==> config.mk <==
export PLATFORM = sky130hd
export DESIGN_NAME = stream_ascii_formatter
export DESIGN_NICKNAME = d
export VERILOG_FILES = /design/src/rtl/fmt_pkg.sv /design/src/rtl/bin2bcd_seq.sv /design/src/rtl/stream_ascii_formatter.sv
export SDC_FILE = /design/constraint.sdc
export NUM_CORES = 1
export LEC_CHECK = 0
export CAP_MARGIN = 30
export CELL_PAD_IN_SITES_DETAIL_PLACEMENT = 1
export CELL_PAD_IN_SITES_GLOBAL_PLACEMENT = 1
export CORE_MARGIN = 5
export CORE_UTILIZATION = 47
export DETAILED_ROUTE_END_ITERATION = 10
export GPL_ROUTABILITY_DRIVEN = 0
export GPL_TIMING_DRIVEN = 0
export PLACE_DENSITY_LB_ADDON = 0.1
export SETUP_SLACK_MARGIN = 0.4
export SYNTH_ARGS = -nofsm -noshare
export SYNTH_HDL_FRONTEND = slang
export SYNTH_SLANG_ARGS = --single-unit
==> constraint.sdc <==
create_clock -name clk -period 5.29 [get_ports clk]
set_input_delay 0.7935 -clock clk [delete_from_list [all_inputs] [get_ports clk]]
set_output_delay 0.7935 -clock clk [all_outputs]
set_load 0.01 [all_outputs]
==> src/rtl/fmt_pkg.sv <==
// Shared types, ASCII constants and BCD helper functions for the stream ASCII formatter.
package fmt_pkg;

    typedef enum logic [2:0] {
        ST_IDLE    = 3'd0,
        ST_CONVERT = 3'd1,
        ST_TAG     = 3'd2,
        ST_DIGITS  = 3'd3,
        ST_CR      = 3'd4,
        ST_LF      = 3'd5
    } fmt_state_t;

    localparam logic [7:0] ASCII_ZERO = 8'h30;
    localparam logic [7:0] ASCII_CR   = 8'h0D;
    localparam logic [7:0] ASCII_LF   = 8'h0A;
    localparam int         BCD_DIGITS = 10;

    // Double-dabble correction: add 3 to every nibble that is 5 or more before shifting.
    function automatic logic [39:0] bcd_adjust(input logic [39:0] bcd);
        logic [39:0] res;
        res = bcd;
        for (int i = 0; i < BCD_DIGITS; i++) begin
            res[i*4 +: 4] = (bcd[i*4 +: 4] >= 4'd5) ? (bcd[i*4 +: 4] + 4'd3) : bcd[i*4 +: 4];
        end
        return res;
    endfunction

    // Index of the most significant non-zero digit; 0 when the whole value is zero.
    function automatic logic [3:0] top_digit_idx(input logic [39:0] bcd);
        logic [3:0] idx;
        idx = 4'd0;
        for (int i = 0; i < BCD_DIGITS; i++) begin
            idx = (bcd[i*4 +: 4] != 4'd0) ? 4'(i) : idx;
        end
        return idx;
    endfunction

    function automatic logic [7:0] digit_ascii(input logic [39:0] bcd, input logic [3:0] idx);
        return ASCII_ZERO + {4'd0, bcd[{idx, 2'b00} +: 4]};
    endfunction

endpackage

==> src/rtl/bin2bcd_seq.sv <==
// Sequential 32-bit binary to 10-digit BCD converter, one double-dabble step per clock.
module bin2bcd_seq
    import fmt_pkg::*;
(
    input  logic        clk,
    input  logic        reset,
    input  logic        start,
    input  logic [31:0] bin,
    output logic        done,
    output logic [39:0] bcd
);

    logic [39:0] bcd_r;
    logic [31:0] bin_r;
    logic [4:0]  cnt_r;
    logic        run_r;
    logic        done_r;
    logic [39:0] adj_s;

    // Nibble correction ahead of the shift.
    always_comb begin
        adj_s = bcd_adjust(bcd_r);
    end

    // Shift register and bit counter; done pulses on the edge of the 32nd shift.
    always_ff @(posedge clk) begin
        if (reset) begin
            bcd_r  <= 40'd0;
            bin_r  <= 32'd0;
            cnt_r  <= 5'd0;
            run_r  <= 1'b0;
            done_r <= 1'b0;
        end else if (start) begin
            bcd_r  <= 40'd0;
            bin_r  <= bin;
            cnt_r  <= 5'd0;
            run_r  <= 1'b1;
            done_r <= 1'b0;
        end else if (run_r) begin
            {bcd_r, bin_r} <= {adj_s[38:0], bin_r, 1'b0};
            cnt_r  <= cnt_r + 5'd1;
            run_r  <= (cnt_r != 5'd31);
            done_r <= (cnt_r == 5'd31);
        end else begin
            done_r <= 1'b0;
        end
    end

    assign done = done_r;
    assign bcd  = bcd_r;

endmodule

==> src/rtl/stream_ascii_formatter.sv <==
// Renders 32-bit stream samples as ASCII decimal lines (tag, digits, CR, LF), one byte per beat.
// Define ASCII_ZERO_SUPPRESS_EN to drop leading zero digits (at least one digit is always sent).
module stream_ascii_formatter
    import fmt_pkg::*;
#(
    parameter bit         TAG_EN   = 1'b1,
    parameter logic [7:0] TAG_CHAR = 8'h54
) (
    input  logic        clk,
    input  logic        reset,
    input  logic [31:0] s_axis_tdata,
    input  logic        s_axis_tvalid,
    output logic        s_axis_tready,
    output logic [7:0]  m_axis_tdata,
    output logic        m_axis_tvalid,
    input  logic        m_axis_tready,
    output logic        busy
);

    fmt_state_t  state_r, state_nx_s;
    logic [3:0]  digit_r, digit_nx_s;
    logic        tvalid_r, tvalid_nx_s;
    logic [7:0]  tdata_r, tdata_nx_s;
    logic        sready_r;
    logic        busy_r;
    logic        start_s;
    logic        done_s;
    logic [39:0] bcd_s;
    logic [3:0]  first_digit_s;
    logic [7:0]  byte_s;

    assign start_s = s_axis_tvalid & sready_r;

    bin2bcd_seq u_bin2bcd (
        .clk   (clk),
        .reset (reset),
        .start (start_s),
        .bin   (s_axis_tdata),
        .done  (done_s),
        .bcd   (bcd_s)
    );

`ifdef ASCII_ZERO_SUPPRESS_EN
    assign first_digit_s = top_digit_idx(bcd_s);
`else
    assign first_digit_s = 4'd9;
`endif

    // Byte presented for the current output state once the previous beat has drained.
    always_comb begin
        byte_s = 8'h00;
        case (state_r)
            ST_TAG:    byte_s = TAG_CHAR;
            ST_DIGITS: byte_s = digit_ascii(bcd_s, digit_r);
            ST_CR:     byte_s = ASCII_CR;
            ST_LF:     byte_s = ASCII_LF;
            default:   byte_s = 8'h00;
        endcase
    end

    // Next-state and next-output logic; a beat always drops valid for one cycle.
    always_comb begin
        state_nx_s  = state_r;
        digit_nx_s  = digit_r;
        tvalid_nx_s = tvalid_r;
        tdata_nx_s  = tdata_r;
        case (state_r)
            ST_IDLE: begin
                if (start_s) begin
                    state_nx_s = ST_CONVERT;
                end else begin
                    state_nx_s = ST_IDLE;
                end
            end
            ST_CONVERT: begin
                if (done_s) begin
                    tvalid_nx_s = 1'b1;
                    digit_nx_s  = first_digit_s;
                    if (TAG_EN) begin
                        state_nx_s = ST_TAG;
                        tdata_nx_s = TAG_CHAR;
                    end else begin
                        state_nx_s = ST_DIGITS;
                        tdata_nx_s = digit_ascii(bcd_s, first_digit_s);
                    end
                end else begin
                    state_nx_s = ST_CONVERT;
                end
            end
            ST_TAG, ST_DIGITS, ST_CR, ST_LF: begin
                if (tvalid_r && m_axis_tready) begin
                    tvalid_nx_s = 1'b0;
                    case (state_r)
                        ST_TAG:    state_nx_s = ST_DIGITS;
                        ST_DIGITS: begin
                            if (digit_r == 4'd0) begin
                                state_nx_s = ST_CR;
                            end else begin
                                digit_nx_s = digit_r - 4'd1;
                            end
                        end
                        ST_CR:     state_nx_s = ST_LF;
                        default:   state_nx_s = ST_IDLE;
                    endcase
                end else if (!tvalid_r) begin
                    tvalid_nx_s = 1'b1;
                    tdata_nx_s  = byte_s;
                end else begin
                    tvalid_nx_s = 1'b1;
                end
            end
            default: begin
                state_nx_s  = ST_IDLE;
                tvalid_nx_s = 1'b0;
            end
        endcase
    end

    // State and output registers; ready/busy are decoded from the next state.
    always_ff @(posedge clk) begin
        if (reset) begin
            state_r  <= ST_IDLE;
            digit_r  <= 4'd0;
            tvalid_r <= 1'b0;
            tdata_r  <= 8'h00;
            sready_r <= 1'b1;
            busy_r   <= 1'b0;
        end else begin
            state_r  <= state_nx_s;
            digit_r  <= digit_nx_s;
            tvalid_r <= tvalid_nx_s;
            tdata_r  <= tdata_nx_s;
            sready_r <= (state_nx_s == ST_IDLE);
            busy_r   <= (state_nx_s != ST_IDLE);
        end
    end

    assign s_axis_tready = sready_r;
    assign m_axis_tvalid = tvalid_r;
    assign m_axis_tdata  = tdata_r;
    assign busy          = busy_r;

endmodule
# --- Word-level counts from Yosys, hierarchy flattened ---
# Cells that the tools add are included.
word_totals:
  reg_bits: 97
  latch_bits: 0
  ramBits: 0
  romBits: 0
  inputBits: 36
  output_inout_bits: 11
  memories: 0
op_classes:
  n_addsub: 13
  multipliers: 0
  div_mod_pow: 0
  n_lt_le_gt_ge: 10
  eq_ne: 13
  shifts: 1
  muxes: 33
  n_bitwise: 3
  n_reduce_logical: 13
ops:
  columns: ["cell", "n"]
  rows:
  - ["32-bit 2-to-1 mux", 2]
  - ["4-bit 2-to-1 mux", 13]
  - ["4-bit by 3-bit >= comparator with 1-bit output, second input constant", 10]
  - ["40-bit by 7-bit indexed part select with 4-bit output", 1]
  - ["4-bit by 2-bit adder with 4-bit output, second input constant", 9]
  - ["7-bit one-hot mux with 4 select lines", 1]
  - ["8-bit 2-to-1 mux", 3]
  - ["3-bit one-hot mux with 3 select lines", 2]
  - ["8-bit one-hot mux with 2 select lines", 1]
  - ["2-bit != test, second input constant", 5]
  - ["3-bit 2-to-1 mux", 3]
  - ["4-bit one-hot mux with 2 select lines", 1]
  - ["6-bit by 4-bit adder with 7-bit output, first input constant", 1]
  - ["3-bit by 2-bit == test with 1-bit output, second input constant", 2]
  - ["3-bit == test, second input constant", 2]
  - ["3-bit zero test", 2]
  - ["5-bit by 1-bit adder with 5-bit output, second input constant", 1]
  - ["5-bit == test, second input constant", 1]
  - ["1-bit 2-to-1 mux", 5]
  - ["5-bit != test, second input constant", 1]
  - ["5-bit AND reduction", 1]
  - ["4-bit zero test", 1]
  - ["4-bit AND reduction", 1]
  - ["2-bit nonzero test", 2]
  - ["14 further kinds", 15]

# --- Logic depth before layout (Yosys ltp) ---
# Gate-level depths: netlist of run 1.
depth:
  depth_word: 6
  ltp_mapped: 9

# --- Cells and area by module ---
# A second synthesis of run 1 with hierarchy kept.
hier_totals:
  cells_unflattened: 668
  hier_area_um2: 5789.3
by_module_without_submodules:
  columns: ["module", "instances", "cells_per_inst", "area_per_inst_um2", "seq_area_each_um2"]
  rows:
  - ["bin2bcd_seq", 1, 505, 4458.0, 1581.5]
  - ["stream_ascii_formatter", 1, 163, 1331.3, 340.3]

# --- Worst setup path before layout of run 1 ---
# No wires, ideal clock.
synth_timing:
  path_type: "reg2reg"
  start: "register digit_r[0]"
  end: "register busy_r (netlist: busy)"
  setup_ns: 0.127
  arrival_ns: 1.828
  setup_slack_ns: 3.335
  stages_incl_launch_ff: 10
  n_path_buf: 2
  period_less_slack_ns: 1.955
  path_cell_list: "dfxtp_1 buf_4 buf_4 inv_2 ha_1 or3b_4 nor2_4 a2111o_1 a21boi_2 or3_1"
synth_between:
  elab_chain_cells: 6
synth_lines:
  columns: ["item", "line", "rtl"]
  rows:
  - ["start, declared", "stream_ascii_formatter.sv:21", "logic [3:0] digit_r, digit_nx_s;"]
  - ["start signal, assigned", "stream_ascii_formatter.sv:130", "digit_r <= digit_nx_s;"]
  - ["4-bit zero test", "stream_ascii_formatter.sv:96", "if (digit_r == 4'd0) begin"]
  - ["3-bit 2-to-1 mux", "stream_ascii_formatter.sv:96", null]
  - ["3-bit one-hot mux with 3 select lines", "stream_ascii_formatter.sv:93", "case (state_r)"]
  - ["3-bit 2-to-1 mux", "stream_ascii_formatter.sv:91", "if (tvalid_r && m_axis_tready) begin"]
  - ["3-bit one-hot mux with 3 select lines", "stream_ascii_formatter.sv:67", "case (state_r)"]
  - ["3-bit nonzero test", "stream_ascii_formatter.sv:134", "busy_r <= (state_nx_s != ST_IDLE);"]
  - ["end signal, assigned", "stream_ascii_formatter.sv:134", null]
  - ["end, declared", "stream_ascii_formatter.sv:25", "logic busy_r;"]
# No other way between the ends.
# A chain may end at the register's enable or synchronous reset.

# --- Worst setup path in the final report of run 1 ---
layout_timing:
  start: "input reset"
  end: "register u_bin2bcd.bcd_r[25] (netlist: u_bin2bcd.bcd[25])"
layout_between:
  elab_chain_cells: 1
layout_lines:
  columns: ["item", "line", "rtl"]
  rows:
  - ["start, declared", "stream_ascii_formatter.sv:10", "input logic reset,"]
  - ["2-bit OR reduction (no source line)", null, null]
  - ["end signal, assigned", "bin2bcd_seq.sv:40", "{bcd_r, bin_r} <= {adj_s[38:0], bin_r, 1'b0};"]
  - ["end, declared", "bin2bcd_seq.sv:13", "logic [39:0] bcd_r;"]
# No other way between the ends.

==> flow_metrics.tcl, run 1 <==
set metrics [dict create \
    slew_violations 0 \
    fillers 1311 \
    p_leak_nw 2.09 \
    hpwl_mm 10.6 \
    cts_tree "done" \
    antenna_found_initial 0 \
    outcome "finished, final reports clean" \
    ys_ff_latch 96 \
    routedWlPerCell_um 18.2 \
    yosysWarnings 0 \
    cts.sinks 96 \
    placed_area_mm2 0.00577 \
    max_freq_mhz 402 \
    fin_ws_ns 2.80 \
    dr.pass1.iters 4 \
    power_mw 1.40 \
    start_util_pct 47.6 \
    hold_class "register to register" \
    syn_area_mm2 0.00514 \
    rsz0062_at_grt "false" \
    place_ws_ns 2.38 \
    setup_viol 0 \
    finalWirelength_mm 14.3 \
    dieArea_mm2 0.0131 \
    worst-r2r-setup-slack_ns 2.97 \
    cts.repair.resized 0 \
    slew_headroom_pct 54.4 \
    synth_cell_types 54 \
    antenna_cells 0 \
    area_growth_pct 15.6 \
    syn_inst 586 \
    crit_path_start_kind "primary input" \
    power.density_cell_area_mw_per_mm2 236 \
    setup_tns_ns 0 \
    ys_seq_area_share_pct 37.4 \
    final_hold_viol_count 0 \
    drt_iter0_drc 217 \
    ctsHtreeMaxLevel 3 \
    r2r_end "digit_r[0]" \
    vias_per_cell 5.66 \
    grt_max_degree 16 \
    syn-num-nets 645 \
    cp.required_ns 5.54 \
    first_global_vias 4750 \
    clk_latency_ns 0.39 \
    cts-root-buf "clkbuf_8" \
    core_region_area_mm2 0.0108 \
    ctsHoldBuffers 0 \
    min_to "u_bin2bcd.bin_r[0]" \
    reg2reg_from "digit_r[0]" \
    synth-main-ff-cell "dfxtp_1" \
    maxCapViolCount 0 \
    ant_nets 0 \
    cts_setup_buffers 0 \
    fin_crit_ns 2.49 \
    grt-ovfl-total 0 \
    fin_crit_sh_pct 47.1 \
    path_clk_slew_ns 0.10 \
    syn-mean-instance-area_um2 8.77 \
    final-instance-count-excl-fill 787 \
    layout-drive-gt1-share_pct 7.11 \
    critPathKind "primary input to register" \
    synth_edf_count 0 \
    io_buffers 45 \
    gr-usage-all-layers_pct 23.2 \
    dpl.cell_count 771 \
    fin_nets 701 \
    r2r_cells 9 \
    whs_path_depth 2 \
    worst_slew_pin_slew_ns 0.685 \
    min-delay-start "u_bin2bcd.bin_r[0]" \
    cts_inserted_buffers 9 \
    synthArstFlopShare_pct 0 \
    pin_count 47 \
    critPathArrivalTime_ns 2.74 \
    grt_pass1_wl_mm 24.2 \
    vias 4453 \
    rows 38 \
    final_util_pct 55.0 \
    clk_path_buf_depth 2 \
    ir_drop_mv 0.148 \
    finClkSkew_ns 0.0159 \
    die_w_um 115 \
    drc_errors 0 \
    worstSetupEndpointType "register" \
    cp_max_fo 10 \
    dieHeight_um 115 \
    final_area_mm2 0.00594 \
    hold_slack_ns 0.509 \
]
-- kinds of logic (layout without fill, tap and decap cells) --
kind of cell | Yosys count | count (layout) | synth area share (%)
compound gates | 141 | 141 | 18.2
flops | 96 | 96 | 37.4
other cells | 1 | 1 | 0.0730
fa+ha+maj | 23 | 23 | 5.60
mux | 65 | 65 | 13.0
xor+xnor | 22 | 22 | 3.75
buf+inv | 63 | 124 | 5.38
simple gates | 175 | 175 | 16.7
-- area by class of cell --
class                      count  area [um^2]  area share, %
buffer                        40          190           3.20
inverter                      23         86.3           1.45
timing repair buffer          45          450           7.58
clock inverter                 4         30.0          0.505
sequential                    96         1920           32.4
tap                          140          175           2.95
clock buffer                  12          145           2.44
multi-input combinational    427         2940           49.5
-- power by group --
part | switching (mW) | internal (mW)
sequential | 0.0163 | 0.750
combinational | 0.0989 | 0.0786
clock | 0.270 | 0.185
-- Yosys cell counts (5+ instances only) --
cell	number	area (um^2)
a211oi_1	37	278
a21o_1	10	75.1
a21oi_1	42	210
a31oi_1	5	31.3
buf_1	7	26.3
buf_2	14	70.1
clkbuf_1	14	52.6
dfxtp_1	96	1920
ha_1	23	288
inv_1	21	78.8
mux2i_1	61	611
nand2_1	29	109
nand2b_1	35	219
nand3_1	22	110
nor2_1	62	233
nor2b_1	6	37.5
nor3_1	5	25.0
o211ai_1	10	75.1
o21ai_0	21	105
xnor2_1	20	175
-- critical path, cell delays in order --
cell	delay, ns
clkdlybuf4s50_1	0.50
clkbuf_1	0.41
nand2b_1	0.17
buf_2	0.26
buf_1	0.49
nor2_1	0.11
-- routing by layer --
metal	part of all wire [%]	GRT usage, %	vias to the layer above
met5	0	0	-
met4	0.98	4.43	0
met3	3.4	5.13	16
met2	49	39.5	63
met1	47	30.2	2200
li1	-	-	2174
-- placed cells by master (no fill, tap or decap), types with 5 or more instances in the layout --
cell type	instances
a211oi_1	37
inv_1	21
xnor2_1	20
clkbuf_8	10
a31oi_1	5
nor3_1	5
mux2i_1	61
clkdlybuf4s50_1	45
nand3_1	22
clkbuf_1	16
nand2b_1	35
nor2b_1	6
ha_1	23
o21ai_0	21
nand2_1	29
nor2_1	62
buf_1	7
dfxtp_1	96
buf_2	14
a21o_1	10
o211ai_1	10
a21oi_1	42
-- state kept, by name, summed over array words and instances (netlist names), 3 cells and up --
register and flops:
state_r 3, u_bin2bcd.bin_r 32, m_axis_tdata 7, u_bin2bcd.bcd 40, u_bin2bcd.cnt_r 5, digit_r 4
-- worst max path at each step --
stage / start / cells after the start / slack (ns) / end
floorplan: digit_r[0] / 9 / 3.34 / busy
global placement: reset / 6 / 2.41 / u_bin2bcd.done
detailed placement: reset / 6 / 2.38 / u_bin2bcd.bcd[38]
CTS: reset / 6 / 2.77 / u_bin2bcd.bcd[25]
global route: reset / 6 / 2.67 / u_bin2bcd.bcd[32]
finish: reset / 6 / 2.80 / u_bin2bcd.bcd[25]
(Power assumes the default switching activity.)
==> inputs of run 2 (changes only) <==
--- a/config.mk
+++ b/config.mk
@@ -9,7 +9,7 @@
 export CELL_PAD_IN_SITES_DETAIL_PLACEMENT = 1
 export CELL_PAD_IN_SITES_GLOBAL_PLACEMENT = 1
 export CORE_MARGIN = 5
-export CORE_UTILIZATION = 47
+export CORE_UTILIZATION = 44
 export DETAILED_ROUTE_END_ITERATION = 10
 export GPL_ROUTABILITY_DRIVEN = 0
 export GPL_TIMING_DRIVEN = 0
==> constraint.sdc (replaced) <==
create_clock -name clk -period 2.6 [get_ports clk]
set_input_delay 0.39 -clock clk [delete_from_list [all_inputs] [get_ports clk]]
set_output_delay 0.39 -clock clk [all_outputs]
set_load 0.01 [all_outputs]
==> run 2 against run 1 <==
Net effect:
- non-clock buffer count is the same
- register-to-register slack lost 2.5 ns
- sequential power grew 100%
- first-iteration DRC count grew 6.0%
- clock-buffer cell count shrank 2
- wire length shrank 0.18%
- clock power grew to 2.9 times the previous value
- flip-flop and latch count is the same
- power grew 130%
- critical endpoint is now busy
==> flow_metrics.tcl, run 2 (synthesis gave the netlist of run 1 again) <==
set metrics [dict create \
    final_util_pct 53.2 \
    hpwl_mm 10.5 \
    pin_count 47 \
    first_global_vias 4640 \
    gr-usage-all-layers_pct 21.0 \
    fin_crit_ns 2.09 \
    fillers 1349 \
    dr.pass1.iters 4 \
    grtUsageMet2_pct 34.6 \
    ant_nets 0 \
    netSwitchingPower_mw 0.814 \
    outcome "finished, final reports clean" \
    vias_per_cell 5.53 \
    max_freq_mhz 478 \
    cp_slowest_cell "or3b_4" \
    antenna_found_initial 0 \
    switching_share_pct 25.1 \
    final-instance-count-excl-fill 789 \
    power.density_cell_area_mw_per_mm2 534 \
    clk_path_buf_depth 2 \
    core_region_area_mm2 0.0114 \
    cts_tree "done" \
    clock_power_share_pct 40.9 \
    hold_slack_ns 0.495 \
    ctsHoldBuffers 0 \
    finClkSkew_ns 0.00408 \
    worst_slew_pin_slew_ns 0.694 \
    ctsHtreeMaxLevel 3 \
    dieArea_mm2 0.0139 \
    final_hold_viol_count 0 \
    setup_viol 0 \
    internal_power_mw 2.43 \
    dieHeight_um 118 \
    routedWlPerCell_um 18.1 \
    cp.required_ns 2.83 \
    cts.sinks 96 \
    die_w_um 118 \
    io_buffers 45 \
    worstSetupEndpointType "register" \
    area_growth_pct 18.1 \
    fin_nets 701 \
    cp_max_fo 10 \
    p_comb_share_pct 11.0 \
    fin_crit_sh_pct 80.5 \
    power_frac_seq_pct 48.1 \
    grt_pass1_wl_mm 24.2 \
    layout-drive-gt1-share_pct 7.59 \
    grt-busiest-layer "met2" \
    slew_violations 0 \
    cts_inserted_buffers 9 \
    crit_path_start_kind "register" \
    dpl.cell_count 774 \
    vias 4362 \
    worstPathCellList "buf_2 -> buf_6 -> inv_2 -> ha_1 -> or3b_4 -> nor2_4 -> a2111o_1 -> a21boi_2 -> or3_1" \
    largest_reg_flops 40 \
    most-common-layout-cells "96 x dfxtp_1, 61 x mux2i_1, 61 x nor2_1, 45 x clkdlybuf4s50_1, 42 x a21oi_1" \
    maxCapViolCount 0 \
    rows 39 \
    grt_use_met1_pct 28.6 \
    rsz0062_at_grt "true" \
    start_util_pct 45.0 \
    critPathArrivalTime_ns 2.32 \
    slew_headroom_pct 53.8 \
    finalWirelength_mm 14.3 \
    mostFrequentLayoutCell "dfxtp_1" \
    clk_latency_ns 0.35 \
    hold_class "register to register" \
    grt_max_degree 16 \
    setup_tns_ns 0 \
    cts-root-buf "clkbuf_16" \
    drc_errors 0 \
    grtUsageMet3_pct 2.55 \
    critPathKind "register to register" \
    path_clk_slew_ns 0.07 \
    antenna_cells 0 \
    drt_iter0_drc 230 \
    p_leak_nw 2.14 \
    ir_drop_mv 0.306 \
    cp_slowest_stage_delay_ns 0.42 \
    grt-ovfl-total 0 \
]
==> run 2: changes by cell type in the layout (fill, tap and decap cells not counted), sizes merged <==
| cell | delta |
|---|---|
| buf | -1 |
| clkinvlp | +1 |
| clkbuf | -1 |
| bufinv | +1 |
| clkinv | -1 |
==> run 2: critical path: cells and delay by family, from the launching register on <==
family | cells | cell delay (ns)
simple gates | 3 | 0.88
fa+ha+maj | 1 | 0.16
buf+inv | 3 | 0.44
compound gates | 2 | 0.20
flops | 1 | 0.30
==> run 2: timing repair <==
item                                    CTS  global route
cloned                                    0             0
endpoints found under the setup margin    1            15
setup buffers                             0             0
hold endpoints to repair                  0             0
resized for setup                         1             4
==> run 2: power groups by stage <==
stage / Sequential, mW / Combinational [mW] / Clock (mW)
3_5_place_dp: 1.59 / 0.359 / 0
3_3_place_gp: 1.59 / 0.350 / 0
4_1_cts: 1.56 / 0.363 / 1.36
5_1_grt: 1.56 / 0.392 / 1.43
6_report: 1.56 / 0.358 / 1.33
2_1_floorplan: 1.58 / 0.223 / 0
==> run 2: worst paths after layout <==
check                                       start  cells after the start                end  slack, ns
worst max register to register         digit_r[1]                      9               busy       0.51
worst min register to register  u_bin2bcd.bcd[39]                      2  u_bin2bcd.bcd[39]       0.49
worst min-delay path            u_bin2bcd.bcd[39]                      2  u_bin2bcd.bcd[39]       0.49
worst max-delay path                   digit_r[1]                      9               busy       0.51
==> run 2: area by class of cell <==
type | instances | area, um^2 | share of cell area [%]
inverter | 23 | 86.3 | 1.42
timing repair buffer | 45 | 450 | 7.42
tap | 143 | 179 | 2.95
clock inverter | 5 | 58.8 | 0.969
sequential | 96 | 1920 | 31.7
buffer | 40 | 199 | 3.28
clock buffer | 10 | 229 | 3.77
multi-input combinational | 427 | 2950 | 48.5
==> run 2: routing by layer <==
metal  vias up  part of all wire, %
met2        60                   48
li1       2172                    -
met4         0                  1.3
met5         -                    0
met3        13                  3.3
met1      2117                   47
==> run 2: per-stage QoR <==
| step | cell area [um^2] | setup WS [ns] | total power, mW |
|---|---|---|---|
| CTS | 6060 | 0.427 | 3.28 |
| detailed placement | 5770 | 0.110 | 1.95 |
| finish | 6070 | 0.506 | 3.24 |
| global route | 6070 | 0.367 | 3.39 |
| floorplan | 5140 | 0.645 | 1.80 |
| global placement | 5770 | 0.150 | 1.94 |
==> inputs of run 3 (changes only) <==
--- a/config.mk
+++ b/config.mk
@@ -9,7 +9,7 @@
 export CELL_PAD_IN_SITES_DETAIL_PLACEMENT = 1
 export CELL_PAD_IN_SITES_GLOBAL_PLACEMENT = 1
 export CORE_MARGIN = 5
-export CORE_UTILIZATION = 44
+export CORE_UTILIZATION = 40
 export DETAILED_ROUTE_END_ITERATION = 10
 export GPL_ROUTABILITY_DRIVEN = 0
 export GPL_TIMING_DRIVEN = 0
==> constraint.sdc (replaced) <==
create_clock -name clk -period 1.8 [get_ports clk]
set_input_delay 0.27 -clock clk [delete_from_list [all_inputs] [get_ports clk]]
set_output_delay 0.27 -clock clk [all_outputs]
set_load 0.01 [all_outputs]
==> run 3 against run 2 <==
Net effect:
- the run now ends with setup timing left
- cell count increased by 7.4%
- combinational power increased by 56%
- utilization increased by 1.9 points
- maximum frequency increased by 8.9%
- largest cell class unchanged
- clock power increased by 47%
- sequential power increased by 43%
- register-to-register slack got worse by 0.63 ns
==> flow_metrics.tcl, run 3 (synthesis gave the netlist of run 1 again) <==
set metrics [dict create \
    antenna_cells 0 \
    final_area_mm2 0.00695 \
    slew_headroom_pct 61.7 \
    finalWirelength_mm 15.6 \
    setup_viol 6 \
    dr.pass1.iters 4 \
    setup_tns_ns -0.305 \
    cts.sinks 96 \
    ant_nets 0 \
    fin_ws_ns -0.123 \
    max_freq_mhz 520 \
    io_buffers 45 \
    outcome "finished, violations left" \
    core_region_area_mm2 0.0126 \
    worstPathCellList "buf_8 -> buf_8 -> inv_4 -> ha_4 -> or3b_4 -> nor2_4 -> a2111o_1 -> a21boi_2 -> or3_1" \
    power.density_cell_area_mw_per_mm2 682 \
    hpwl_mm 10.5 \
    violations "setup timing" \
    grt-ovfl-total 0 \
    area_growth_pct 35.2 \
    critPathArrivalTime_ns 2.16 \
    finClkSkew_ns 0.00804 \
    fin_nets 730 \
    ctsHtreeMaxLevel 3 \
    start_util_pct 40.7 \
    cp_max_fo 4 \
    first_global_vias 4735 \
    crit_top_cell "buf_8" \
    grt_pass1_wl_mm 24.0 \
    most-common-layout-cells "71 x dfxtp_1, 61 x mux2i_1, 60 x nor2_1, 38 x a21oi_1, 37 x a211oi_1" \
    grt_max_degree 16 \
    cp_slowest_stage_delay_ns 0.42 \
    ir_drop_mv 0.418 \
    fin_crit_sh_pct 107 \
    hold_class "register to register" \
    routedWlPerCell_um 18.4 \
    vias_per_cell 5.38 \
    place_ws_ns -0.615 \
    worst_slew_pin_slew_ns 0.574 \
    cts_inserted_buffers 9 \
    rows 41 \
    cts-root-buf "clkbuf_16" \
    cts_tree "done" \
    critPathKind "register to register" \
    cp.required_ns 2.03 \
    dieArea_mm2 0.0152 \
    worstSetupEndpointType "register" \
    dieHeight_um 123 \
    maxCapViolCount 0 \
    drc_errors 0 \
    rsz0062_at_grt "true" \
    final-instance-count-excl-fill 847 \
    clk_path_buf_depth 2 \
    die_w_um 123 \
    slew_violations 0 \
    final_hold_viol_count 0 \
    hold_slack_ns 0.503 \
    crit_path_start_kind "register" \
    pin_count 47 \
    vias 4559 \
    drt_iter0_drc 268 \
    gr-usage-all-layers_pct 20.1 \
    cp_slowest_cell "or3b_4" \
    p_leak_nw 2.52 \
    dpl.cell_count 803 \
    path_clk_slew_ns 0.07 \
    antenna_found_initial 0 \
    ctsHoldBuffers 0 \
    layout-drive-gt1-share_pct 27.7 \
    fin_crit_ns 1.92 \
    clk_latency_ns 0.35 \
    mostFrequentLayoutCell "dfxtp_1" \
    largest_reg_flops 40 \
    placed_area_mm2 0.00585 \
]
-- run 3: cell count changes in the layout (fill, tap and decap cells not counted), sizes merged --
cell / before / now
clkinvlp: 2 / 1
dlygate4sd2: 0 / 10
clkdlybuf4s50: 45 / 35
clkbuf: 25 / 26
buf: 25 / 54
-- run 3: per-stage QoR --
stage / total power [mW] / utilization (%)
final: 4.74 / 55.1
after detailed placement: 2.82 / 46.3
after CTS: 4.79 / 50.8
after floorplan: 2.61 / -
after global routing: 4.94 / 55.1
after global placement: 2.80 / 46.3
-- run 3: critical path, delay by kind of cell, from the launching register on --
family	cells	cell delay [ns]
flops	1	0.36
fa+ha+maj	1	0.11
buf+inv	3	0.28
simple gates	3	0.87
compound gates	2	0.18
-- run 3: area by class of cell --
type                            count  area [um^2]
Buffer                             40          302
Clock inverter                      4         55.1
Fill cell                        1467         5670
Tap cell                          172          215
Multi-Input combinational cell    427         3380
Inverter                           23          111
Timing Repair Buffer               74          661
Sequential cell                    96         1990
Clock buffer                       11          243
-- run 3: where the power goes --
group          leakage [nW]  switching [mW]  internal (mW)  total, mW
clock network         0.142           0.842           1.11       1.96
registers             0.799          0.0432           2.18       2.23
logic                  1.58           0.298          0.262      0.560
total                  2.52            1.18           3.56       4.74
-- run 3: worst paths after layout --
check,from,to,slack (ns),cells past startpoint
setup / recovery,digit_r[0],busy,-0.12,9
hold / removal,u_bin2bcd.bin_r[0],u_bin2bcd.bin_r[0],0.50,2
setup reg to reg,digit_r[0],busy,-0.12,9
hold reg to reg,u_bin2bcd.bin_r[0],u_bin2bcd.bin_r[0],0.50,2
-- run 3: layer usage --
| metal | routed length, um | part of all wire [%] | GRT usage [%] | vias up |
|---|---|---|---|---|
| li1 | - | - | - | 2227 |
| met2 | 7890 | 51 | 34.1 | 68 |
| met1 | 6960 | 45 | 26.2 | 2240 |
| met3 | 382 | 2.5 | 2.70 | 24 |
| met4 | 327 | 2.1 | 7.20 | 0 |
| met5 | 0 | 0 | 0 | - |
-- run 3: timing repair --
action	CTS	global route
cloned	0	1
pin swaps	12	33
buffers inserted	11	17
resized for setup	87	106
endpoints found under the setup margin	105	75
endpoints found under the hold margin	0	0
